`config.mk`:
```
export PLATFORM = sky130hd
export DESIGN_NAME = alarm_scheduler
export DESIGN_NICKNAME = d
export VERILOG_FILES = /design/src/rtl/alarm_pkg.sv /design/src/rtl/alarm_scheduler_min_countdown.sv /design/src/rtl/alarm_scheduler.sv
export SDC_FILE = /design/constraint.sdc
export NUM_CORES = 1
export LEC_CHECK = 0
export ABC_AREA = 1
export CAP_MARGIN = 10
export CORE_UTILIZATION = 40
export CTS_BUF_LIST = sky130_fd_sc_hd__clkbuf_16
export DETAILED_ROUTE_END_ITERATION = 6
export PLACE_DENSITY_LB_ADDON = 0.05
export SLEW_MARGIN = 5
export SYNTH_ARGS = -nofsm -noshare
export SYNTH_HDL_FRONTEND = slang
export SYNTH_SLANG_ARGS = --single-unit
export TNS_END_PERCENT = 10
```
`constraint.sdc`:
```
create_clock -name Clk -period 2 [get_ports Clk]
set_input_delay 0.2 -clock Clk [delete_from_list [all_inputs] [get_ports Clk]]
set_output_delay 0.2 -clock Clk [all_outputs]
set_load 0.02 [all_outputs]
```
`src/rtl/alarm_pkg.sv`:
```
// ---------------------------------------------------------------------------
// alarm_pkg
//  Shared definitions for the alarm scheduler:
//   - state_t        : scheduler life-cycle states
//   - DEF_*          : default parameter values for alarm_scheduler
//   - DAY_W          : width of the day code / slot index
//   - SNZ_LEFT_W     : width of the remaining-snooze counter
//   - slot_en_bit()  : position of the enable bit inside an alarm slot word
//   - count_width()  : width needed for a minute countdown holding max(a,b)
//  Alarm slot layout: [TW] = enable, [TW-1:0] = alarm time word.
// ---------------------------------------------------------------------------
package alarm_pkg;

  typedef enum logic [1:0] {
    ST_IDLE   = 2'd0,
    ST_FETCH  = 2'd1,
    ST_RING   = 2'd2,
    ST_SNOOZE = 2'd3
  } state_t;

  localparam int DEF_TW           = 12;
  localparam int DEF_NSLOT        = 7;
  localparam int DEF_SNOOZE_MIN   = 9;
  localparam int DEF_RING_MAX_MIN = 10;
  localparam int DEF_MAX_SNOOZE   = 3;

  localparam int DAY_W      = 3;
  localparam int SNZ_LEFT_W = 2;

  // Enable bit sits directly above the time field.
  function automatic int slot_en_bit(input int tw);
    return tw;
  endfunction

  // Bits needed to hold the larger of two minute counts.
  function automatic int count_width(input int a, input int b);
    int m;
    m = (a > b) ? a : b;
    return $clog2(m + 1);
  endfunction

endpackage

```
`src/rtl/alarm_scheduler_min_countdown.sv`:
```
// ---------------------------------------------------------------------------
// min_countdown
//  Minute countdown register: load a start value, decrement by one on each
//  accepted tick, saturate at zero.
//  Ports:
//   clk       in   clock, rising edge
//   rst_n     in   asynchronous active-low reset (count -> 0)
//   load      in   load load_val (has priority over dec)
//   load_val  in   W  start value
//   dec       in   decrement request (ignored when already zero)
//   count     out  W  current count
//   zero      out  count == 0
// ---------------------------------------------------------------------------
module min_countdown #(
  parameter int W = 4
) (
  input  logic         clk,
  input  logic         rst_n,
  input  logic         load,
  input  logic [W-1:0] load_val,
  input  logic         dec,
  output logic [W-1:0] count,
  output logic         zero
);

  always_ff @(posedge clk or negedge rst_n) begin
    if (!rst_n) begin
      count <= '0;
    end else if (load) begin
      count <= load_val;
    end else if (dec && (count != '0)) begin
      count <= count - 1'b1;
    end
  end

  assign zero = (count == '0);

endmodule

```
`src/rtl/alarm_scheduler.sv`:
```
// ---------------------------------------------------------------------------
// alarm_scheduler
//  Owns the alarm life cycle: on each minute tick it reads today's alarm slot,
//  compares it with the current time and, on a hit, rings the buzzer. While
//  ringing the user may snooze (limited number of times) or stop; unattended
//  ringing stops by itself after RING_MAX_MIN minutes.
//  Ports:
//   Clk        in   system clock, rising edge
//   Clr        in   asynchronous active-low reset
//   min_tick   in   1-cycle pulse per minute
//   cur_day    in   3     current day code
//   cur_time   in   TW    current time word
//   edit_busy  in   registers being edited; defers the scheduled fetch
//   slot_data  in   TW+1  alarm slot, valid the cycle after slot_rd
//   Snooze     in   snooze button level
//   Stop       in   stop button level
//   Mute       in   silences Sound only
//   slot_sel   out  3     slot index to read
//   slot_rd    out  1-cycle read strobe
//   Sound      out  buzzer enable
//   ringing    out  state is RING
//   snoozed    out  state is SNOOZE
//   alarm_evt  out  1-cycle pulse on every entry to RING
//   snz_left   out  2     snoozes remaining for this alarm event
// ---------------------------------------------------------------------------
module alarm_scheduler
  import alarm_pkg::*;
#(
  parameter int TW           = DEF_TW,
  parameter int NSLOT        = DEF_NSLOT,
  parameter int SNOOZE_MIN   = DEF_SNOOZE_MIN,
  parameter int RING_MAX_MIN = DEF_RING_MAX_MIN,
  parameter int MAX_SNOOZE   = DEF_MAX_SNOOZE
) (
  input  logic                  Clk,
  input  logic                  Clr,
  input  logic                  min_tick,
  input  logic [DAY_W-1:0]      cur_day,
  input  logic [TW-1:0]         cur_time,
  input  logic                  edit_busy,
  input  logic [TW:0]           slot_data,
  input  logic                  Snooze,
  input  logic                  Stop,
  input  logic                  Mute,
  output logic [DAY_W-1:0]      slot_sel,
  output logic                  slot_rd,
  output logic                  Sound,
  output logic                  ringing,
  output logic                  snoozed,
  output logic                  alarm_evt,
  output logic [SNZ_LEFT_W-1:0] snz_left
);

  localparam int EN_BIT = slot_en_bit(TW);
  localparam int CW     = count_width(RING_MAX_MIN, SNOOZE_MIN);

  localparam logic [CW-1:0]         RING_LOAD = CW'(RING_MAX_MIN);
  localparam logic [CW-1:0]         SNZ_LOAD  = CW'(SNOOZE_MIN);
  localparam logic [CW-1:0]         CNT_ONE   = CW'(1);
  localparam logic [SNZ_LEFT_W-1:0] SNZ_FULL  = SNZ_LEFT_W'(MAX_SNOOZE);
  localparam logic [DAY_W-1:0]      LAST_DAY  = DAY_W'(NSLOT - 1);

  state_t state;

  logic snooze_q;
  logic stop_q;
  logic tick_pend;

  logic snooze_edge;
  logic stop_edge;
  logic snz_take;
  logic data_cycle;
  logic hit;

  logic          ring_load;
  logic          ring_dec;
  logic [CW-1:0] ring_cnt;
  logic          ring_zero;
  logic          ring_done;

  logic          snz_load;
  logic          snz_dec;
  logic [CW-1:0] snz_cnt;
  logic          snz_zero;
  logic          snz_done;

  // Buttons act once per press, however long they are held.
  assign snooze_edge = Snooze & ~snooze_q;
  assign stop_edge   = Stop & ~stop_q;

  // A snooze only counts while presses remain; otherwise it is as if the
  // button had not been pressed at all (a coincident tick still applies).
  assign snz_take = snooze_edge & (snz_left != '0);

  // FETCH spans two cycles: the strobe cycle (slot_rd high, data not yet
  // valid) and the data cycle (slot_rd low, slot_data valid).
  assign data_cycle = (state == ST_FETCH) & ~slot_rd;

  // A day code outside the slot bank never matches.
  assign hit = slot_data[EN_BIT]
             & (slot_data[TW-1:0] == cur_time)
             & (slot_sel <= LAST_DAY);

  // "Last minute" also covers an exhausted counter so the FSM can never stall.
  assign ring_done = ring_zero | (ring_cnt == CNT_ONE);
  assign snz_done  = snz_zero  | (snz_cnt  == CNT_ONE);

  // Counter controls follow the same priority as the FSM: Stop, then an
  // accepted Snooze, then the minute tick.
  assign ring_load = (data_cycle & hit)
                   | ((state == ST_SNOOZE) & ~stop_edge & min_tick & snz_done);
  assign ring_dec  = (state == ST_RING) & ~stop_edge & ~snz_take & min_tick;
  assign snz_load  = (state == ST_RING) & ~stop_edge & snz_take;
  assign snz_dec   = (state == ST_SNOOZE) & ~stop_edge & min_tick;

  min_countdown #(
    .W (CW)
  ) u_ring_cnt (
    .clk      (Clk),
    .rst_n    (Clr),
    .load     (ring_load),
    .load_val (RING_LOAD),
    .dec      (ring_dec),
    .count    (ring_cnt),
    .zero     (ring_zero)
  );

  min_countdown #(
    .W (CW)
  ) u_snz_cnt (
    .clk      (Clk),
    .rst_n    (Clr),
    .load     (snz_load),
    .load_val (SNZ_LOAD),
    .dec      (snz_dec),
    .count    (snz_cnt),
    .zero     (snz_zero)
  );

  always_ff @(posedge Clk or negedge Clr) begin
    if (!Clr) begin
      state     <= ST_IDLE;
      slot_sel  <= '0;
      slot_rd   <= 1'b0;
      Sound     <= 1'b0;
      alarm_evt <= 1'b0;
      snz_left  <= SNZ_FULL;
      tick_pend <= 1'b0;
      snooze_q  <= 1'b0;
      stop_q    <= 1'b0;
    end else begin
      snooze_q  <= Snooze;
      stop_q    <= Stop;
      slot_rd   <= 1'b0;
      alarm_evt <= 1'b0;
      Sound     <= 1'b0;

      case (state)
        ST_IDLE: begin
          if ((min_tick | tick_pend) & ~edit_busy) begin
            slot_rd   <= 1'b1;
            slot_sel  <= cur_day;
            tick_pend <= 1'b0;
            state     <= ST_FETCH;
          end else if (min_tick) begin
            // Deferred by an edit; any number of ticks collapse to one fetch.
            tick_pend <= 1'b1;
          end
        end

        ST_FETCH: begin
          if (min_tick) begin
            tick_pend <= 1'b1;
          end
          if (!slot_rd) begin
            if (hit) begin
              state     <= ST_RING;
              snz_left  <= SNZ_FULL;
              alarm_evt <= 1'b1;
              Sound     <= ~Mute;
            end else begin
              state <= ST_IDLE;
            end
          end
        end

        ST_RING: begin
          if (stop_edge) begin
            state <= ST_IDLE;
          end else if (snz_take) begin
            state    <= ST_SNOOZE;
            snz_left <= snz_left - 1'b1;
          end else if (min_tick && ring_done) begin
            state <= ST_IDLE;
          end else begin
            Sound <= ~Mute;
          end
        end

        ST_SNOOZE: begin
          if (stop_edge) begin
            state <= ST_IDLE;
          end else if (min_tick && snz_done) begin
            state     <= ST_RING;
            alarm_evt <= 1'b1;
            Sound     <= ~Mute;
          end
        end

        default: begin
          state <= ST_IDLE;
        end
      endcase
    end
  end

  assign ringing = (state == ST_RING);
  assign snoozed = (state == ST_SNOOZE);

endmodule

```
# Word level (Yosys, flattened, before mapping)
# Cells that the tools add are included.
# totals
ff_bits	21
input_bits	35
output_inout_bits	10
elab_cells	107
# classes
n_reduce_logical	17
n_lt_le_gt_ge	1
addsub	3
muxes	36
bitwise	26
n_eq_ne	13
# ops
operator	count
$mux 2	12
$mux 4	4
$and 1x1->1	15
$mux 1	15
$eq 12x12->1	1
$reduce_bool 2->1	5
$eq 4x1->1 const B	2
$logic_not 4->1	2
$ne 2x2->1 const B	4
$pmux 2 s4	1
$reduce_bool 4->1	2
$sub 4x1->4 const B	2
$not 1->1	7
$reduce_and 5->1	1
$eq 2x2->1 const B	2
$logic_and 1x1->1	4
$ne 4x1->1 const B	1
$or 1x1->1	4
$pmux 1 s2	2
$pmux 2 s2	1
$reduce_and 4->1	1
$le 3x3->1 const B	1
$ne 3x1->1 const B	1
$pmux 1 s3	1
5 further kinds	5

# Logic depth before layout (Yosys ltp)
# Gate-level depths: netlist of the first run.
# logic_depth
ltp_word	9
depth_mapped	11
ltp_nobuf	11

# Cells and area by module
# Synthesis of the first run repeated with hierarchy kept, for this count alone.
# unflattened
hier_cells	280
hier_area_um2	1674.1
# by_module_without_submodules
mod	instances	seq_area_each_um2	cells_each	area_each_um2
alarm_scheduler	1	327.8	188	1083.5
min_countdown	2	100.1	46	295.3

# Worst setup path after synthesis of the first run
# OpenSTA, ideal clock, no wires.
# synth_path
path_kind	register to register
from	register snz_left[0]
to	register u_ring_cnt.count[1]
n_path_buf	0
setup_time_ns	0.124
stages_incl_launch_ff	10
setup_slack_ns	0.453
t_required_ns	1.876
arrival_ns	1.423
period_less_slack_ns	1.547
path_cell_list	dfstp_2 > inv_1 > ha_1 > inv_1 > nand2_1 > nand2_1 > nor2_4 > inv_2 > o21ai_1 > or2_1
# synth_between
elab_chain_len	7
# synth_rtl
item	line_no	text
start, declared	alarm_scheduler.sv:51	output logic [SNZ_LEFT_W-1:0] snz_left
start signal, assigned	alarm_scheduler.sv:192	snz_left <= snz_left - 1'b1;
$reduce_bool 2->1	alarm_scheduler.sv:93	assign snz_take = snooze_edge & (snz_left != '0);
$and 1x1->1	alarm_scheduler.sv:93	
$not 1->1	alarm_scheduler.sv:112	assign ring_dec = (state == ST_RING) & ~stop_edge & ~snz_take & min_tick;
$and 1x1->1 (2 in a row)	alarm_scheduler.sv:112	
$logic_and 1x1->1	alarm_scheduler_min_countdown.sv:31	end else if (dec && (count != '0)) begin
$reduce_bool 2->1 (no line)	--	
end signal, assigned	alarm_scheduler_min_countdown.sv:30	count <= load_val;
end signal, assigned	alarm_scheduler_min_countdown.sv:32	count <= count - 1'b1;
end, declared	alarm_scheduler_min_countdown.sv:22	output logic [W-1:0] count,
# Every way passes these cells.
# A chain may end at the register's enable or synchronous reset.

# Worst setup path in the final report of the first run
# layout_path
from	register state[1]
to	output ringing
# layout_between
elab_chain_len	1
# layout_rtl
item	line_no	text
start, declared	alarm_scheduler.sv:63	state_t state;
start signal, assigned	alarm_scheduler.sv:142	state <= ST_IDLE;
start signal, assigned	alarm_scheduler.sv:164	state <= ST_FETCH;
start signal, assigned	alarm_scheduler.sv:177	state <= ST_RING;
$eq 2x2->1	alarm_scheduler.sv:217	assign ringing = (state == ST_RING);
end, declared	alarm_scheduler.sv:48	output logic ringing,
# Every way passes these cells.

==> impl_metrics.ini, run 1 <==
[outcome]
run_status = complete, no violations

[die]
placementRows = 21
boundaryPins = 45
die_x_um = 61.09
die_height_um = 61.09
placeableCoreArea_um2 = 3337
floorplan.die_area_um2 = 3731
initial_core_utilization_pct = 41.84

[clock_network]
tritoncts = yes
numCtsBuffers = 3
clkSinkCount = 21
cts-hold-fix-buffers = 0
clk_pin_slew_ns = 0.06
cts_setup_buffers = 0
cts_max_level = 1
clock_insertion_delay_worst_skew_ns = 0.25
cell_chosen_for_the_clock_root = clkbuf_16
cts_max_path_buffers = 2
cts_resized = 0

[finish]
post_route_cells_drive_above_1_share_pct = 6.742
highest_count_cells_in_the_layout_ignoring_fill_and_taps = 76 x nand2_1, 48 x inv_1, 44 x clkdlybuf4s50_1, 21 x nor2_1, 19 x dfrtp_1
design.final.nets = 308
finalInstanceArea_um2 = 1982
multiInputGateArea_um2 = 669.4
flow.area_growth_from_synthesis_pct = 41.94
fillcell_total = 340
antenna_cells_inserted = 0
mostFrequentLayoutCell = nand2_1
sequential_cell_area_um2 = 528.0

[placement]
place_hpwl_um = 2332
routabilityCongestion = 0.7893
place.port_buffers = 44
post_dp_cell_area_um2 = 1902

[routing]
detail_route.vias_per_cell = 4.288
detailedRoute.firstIterationViolations = 21
final_routed_wirelength_um = 2825
drtAntennaViolNets = 0
detail_route.wl_per_cell_um = 9.026
drt_drc_violations_left = 0
vias = 1342
firstDrtPassIters = 4

[sta]
final.period_utilization_pct = 85.17
achievable-frequency_mhz = 587.1
final_hold_vio_count = 0
fin_worst_skew_ns = 0.001204
slew_headroom_pct = 77.82
report.final.setup_viol = 0
grt_setup_unrepaired = false
period_needed_ns = 1.703
worstMarginPinSlew_ns = 0.3314
totalNegativeSetupSlack_ns = 0
slew_viol_final = 0

[worst_hold_path]
hp-class = primary input to asynchronous set/reset pin

[synth]
synth.cell_area_um2 = 1396
synth_fa_ha_area_share_pct = 4.480
synth_cells = 218
post_synthesis_average_cell_area_um2 = 6.405
combinational_family_with_the_most_area_after_synthesis = simple AND/OR/NAND/NOR gates
synthesis.nets = 258
ys_seq_area_share_pct = 37.81
yosys_warnings = 0
synthDistinctLibCells = 19
post_synth_and_or_nand_nor_area_fraction_pct = 34.86
flops_latches_synth = 21
synth_xor_xnor_area_share_pct = 1.882
synth.mux.area_fraction_pct = 0
synth-compound-area-share_pct = 6.720

[global_route]
grt_max_degree = 22
gr-total-overflow = 0
antenna_found_initial = 0
global_route_wire_length_before_repair_um = 4816
first_global_vias = 1178
grt.total_usage_pct = 17.38

[setup_path]
critical_path.endpoint_type = primary output
crit_path_max_fanout = 6
crit_path_start_kind = flop
worstPathArrival_ns = 1.50
worst_r2r_path_depth = 9
data_required_time_of_the_critical_path_ns = 1.80
timing_worst_setup_path_type = flop to primary output

[power]
power.leakage_nw = 1.060
power_density_of_the_placed_cells_nw_per_um2 = 731.0
worst_voltage_drop_across_the_vdd_grid_mv = 0.4300

[run]
timing.max_cap.violations = 0
[cells in the mapped netlist]
library cell | number | area, um2
nand2_1 | 76 | 285.3
nand4_1 | 3 | 18.77
dfrtp_1 | 19 | 475.5
o21ai_1 | 6 | 30.03
o211ai_1 | 1 | 7.510
inv_1 | 48 | 180.2
inv_2 | 5 | 18.77
xor2_1 | 3 | 26.28
ha_1 | 5 | 62.56
dfstp_2 | 2 | 52.55
nor2_4 | 1 | 11.26
a21oi_1 | 5 | 25.02
nand3_1 | 11 | 55.05
or2_1 | 1 | 6.260
nor2_1 | 21 | 78.83
o21ai_0 | 5 | 25.02
o22ai_1 | 1 | 6.260
nor2_2 | 3 | 18.77
nand2_2 | 2 | 12.51
[cells by family after synthesis]
family,count (synthesis)
AND/OR/NAND/NOR,118
buffers and inverters,53
flip-flops,21
AO/OA/AOI/OAI,18
adder cells (fa/ha/maj),5
XOR/XNOR,3
[flip-flops by register name, summed over array words and instances, names as in the netlist]
name,flops
u_ring_cnt.count,4
u_snz_cnt.count,4
slot_sel,3
snz_left,2
state,2
Sound,1
alarm_evt,1
slot_rd,1
snooze_q,1
stop_q,1
tick_pend,1
[where the power goes]
group	switching, W	total (W)	internal (W)
Sequential	0.0000546	0.000561	0.000507
Combinational	0.000251	0.000474	0.000224
Clock	0.000145	0.000413	0.000268
Total	0.000451	0.00145	0.000998
[routing by layer]
metal  routed length [um]  global-route usage [%]  part of all wire, %
met4                   13                   4.870                 0.46
met3                   74                   2.731                  2.6
met1                 1388                   22.56                   49
met5                    0                       0                    0
met2                 1348                   29.97                   48
[through the flow]
step	std cells	setup slack [ns]	power, W	hold WS [ns]	utilization [%]
after floorplan	218	0.4530	0.0008258	-0.09559	-
after global placement	309	0.3365	0.001042	0.4655	56.99
after detailed placement	309	0.3295	0.001045	0.4650	56.99
after CTS	313	0.2959	0.001470	0.3083	59.39
after global routing	313	0.2059	0.001549	0.3284	59.39
final	313	0.2967	0.001449	0.3032	59.39
[worst max-delay path, stage by stage, from the launching register on]
cell and delay, ns:
dfrtp_1 0.45, nand2_2 0.10, inv_2 0.10, clkdlybuf4s50_1 0.61
[final cells by class]
type	count	share of cell area (%)
Clock inverter	1	0.2525
Inverter	53	10.04
Multi-Input combinational cell	144	33.78
Timing Repair Buffer	45	22.60
Clock buffer	3	3.788
Tap cell	46	2.904
Sequential cell	21	26.64
[path summary, 6_finish.rpt]
path	from	endpoint	slack, ns
worst max-delay path	state[1]	ringing	0.30
worst min-delay path	Clr	state[1]	0.30
worst max register to register	snz_left[0]	u_snz_cnt.count[3]	0.40
worst min register to register	snz_left[1]	snz_left[1]	0.48
max in group asynchronous	Clr	snz_left[0]	1.43
min in group Clk	Snooze	snooze_q	0.43
Power figures use the tool's default switching activity.
==> inputs of run 2 (changes only) <==
REMOVE_ABC_BUFFERS = 1   (was unset)
==> results of run 2 <==
No change in the layout: final DEF, timing and power equal those of run 1.
==> inputs of run 3 (changes only) <==
CORE_ASPECT_RATIO = 0.75   (was unset)
==> run 3 against run 2 <==
Against the previous run:
- utilization increased by 0.24 points
- cell count fell by 1.9%
- via count shrank 1.1%
- combinational power is essentially flat
- clock-buffer cell count unchanged
- worst hold slack worse by 0.0046 ns
- first-iteration DRC count rose to 3.9 times the previous value
- maximum frequency down 0.22%
- sequential share of layout area is 0.10 points higher
- clock power rose by 1%
- clock skew increased by 0.0022 ns
- worst setup slack worse by 0.0037 ns
- largest power group unchanged
==> impl_metrics.ini, run 3 (synthesized netlist as in run 1, its figures left out) <==
[clock_network]
cts_resized = 0
cts_max_level = 1
numCtsBuffers = 3
cts-hold-fix-buffers = 0
tritoncts = yes
clock_insertion_delay_worst_skew_ns = 0.25
clkSinkCount = 21
cts_setup_buffers = 0
cts_max_path_buffers = 2
cell_chosen_for_the_clock_root = clkbuf_16
clk_pin_slew_ns = 0.06

[finish]
design.final.nets = 308
mostFrequentLayoutCell = nand2_1
highest_count_cells_in_the_layout_ignoring_fill_and_taps = 76 x nand2_1, 48 x inv_1, 44 x clkdlybuf4s50_1, 21 x nor2_1, 19 x dfrtp_1
post_route_cells_drive_above_1_share_pct = 6.742
flow.area_growth_from_synthesis_pct = 41.40
layout.cells.non_filler = 307
fillcell_total = 328
antenna_cells_inserted = 0
multiInputGateArea_um2 = 669.4
sequential_cell_area_um2 = 528.0
leading_registers_by_flop_count = u_ring_cnt.count (4), u_snz_cnt.count (4), slot_sel (3)

[die]
floorplan.die_area_um2 = 3734
die_x_um = 70.23
placementRows = 18
die_height_um = 53.17
placeableCoreArea_um2 = 3311
initial_core_utilization_pct = 42.18
boundaryPins = 45

[routing]
firstDrtPassIters = 4
drtAntennaViolNets = 0
drt_drc_violations_left = 0
vias = 1327
detail_route.vias_per_cell = 4.322
detail_route.wirelength.met1_um = 1543
met3_wire_len_um = 129
detailedRoute.firstIterationViolations = 81
final_routed_wirelength_um = 2792
detail_route.wl_per_cell_um = 9.094
met2RoutedLength_um = 1106
top_layer_reached_by_signal_wires = met4

[global_route]
antenna_found_initial = 0
global_route_wire_length_before_repair_um = 5037
grt.total_usage_pct = 16.95
grt_max_degree = 22
first_global_vias = 1207
gr-total-overflow = 0

[setup_path]
crit_path_max_fanout = 5
data_required_time_of_the_critical_path_ns = 1.80
crit_path_start_kind = flop
timing_worst_setup_path_type = flop to primary output
worstPathArrival_ns = 1.51
critical_path.endpoint_type = primary output

[power]
switchingPower_w = 0.0004563
worst_voltage_drop_across_the_vdd_grid_mv = 0.6273
power.switching_fraction_pct = 31.38
power_report.internal_total_w = 0.0009980
power.leakage_nw = 1.060
power.share.combinational_pct = 32.6
clkPwrFrac_pct = 28.8
power_density_of_the_placed_cells_nw_per_um2 = 736.6
p_total_w = 0.001454
seqPwrFrac_pct = 38.6

[sta]
slew_viol_final = 0
final_hold_vio_count = 0
grt_setup_unrepaired = false
final.period_utilization_pct = 85.35
totalNegativeSetupSlack_ns = 0
worst_slack_ns = 0.2929
period_needed_ns = 1.707
fin_worst_skew_ns = 0.003372
report.final.setup_viol = 0
worstMarginPinSlew_ns = 0.3386
slew_headroom_pct = 77.35
achievable-frequency_mhz = 585.8

[run]
timing.max_cap.violations = 0

[placement]
placed_cells = 303
routabilityCongestion = 0.8019
pre_cts_setup_slack_ns = 0.3183
place_hpwl_um = 2246
place.port_buffers = 44

[outcome]
run_status = complete, no violations

[worst_hold_path]
hp-class = primary input to asynchronous set/reset pin
[run 3: cell counts in the layout (fill, tap and decap cells not counted)]
Identical to the previous run, type by type.
[run 3: metrics by stage]
stage | hold slack (ns) | util (%) | instance area, um2
6_report | 0.2987 | 59.64 | 1974
5_1_grt | 0.3215 | 59.64 | 1974
4_1_cts | 0.3116 | 59.64 | 1974
3_5_place_dp | 0.4711 | 57.22 | 1894
3_3_place_gp | 0.4654 | 57.22 | 1894
2_1_floorplan | -0.09559 | - | 1396
[run 3: critical path: stages, from the launching register on]
cell and delay (ns):
dfrtp_1 0.41, inv_2 0.07, nand2_2 0.06, inv_2 0.10, clkdlybuf4s50_1 0.61
[run 3: power by group through the flow]
stage	clock [W]	combinational, W	sequential, W
4_1_cts	0.000431	0.000480	0.000561
5_1_grt	0.000445	0.000542	0.000570
3_3_place_gp	0	0.000475	0.000570
2_1_floorplan	0	0.000211	0.000615
3_5_place_dp	0	0.000479	0.000567
6_report	0.000418	0.000474	0.000562
[run 3: routing by layer]
metal / up-vias / GRT usage, %
li1: 744 / -
met5: - / 0
met2: 25 / 28.10
met1: 556 / 23.07
met3: 2 / 4.190
met4: 0 / 2.000
[run 3: final cells by class]
cell class | instances | area share, %
timing repair buffer | 45 | 22.69
clock inverter | 1 | 0.2535
inverter | 53 | 10.08
tap | 40 | 2.535
multi-input combinational | 144 | 33.90
clock buffer | 3 | 3.802
sequential | 21 | 26.74
[run 3: final timing paths]
check,from,end,slack [ns],cells past startpoint
max in group asynchronous,Clr,snz_left[0],1.43,2
min in group Clk,Snooze,snooze_q,0.42,1
min,Clr,stop_q,0.30,2
max,state[0],ringing,0.29,4
max reg2reg,snz_left[0],u_snz_cnt.count[2],0.36,9
min reg2reg,snz_left[1],snz_left[1],0.48,2
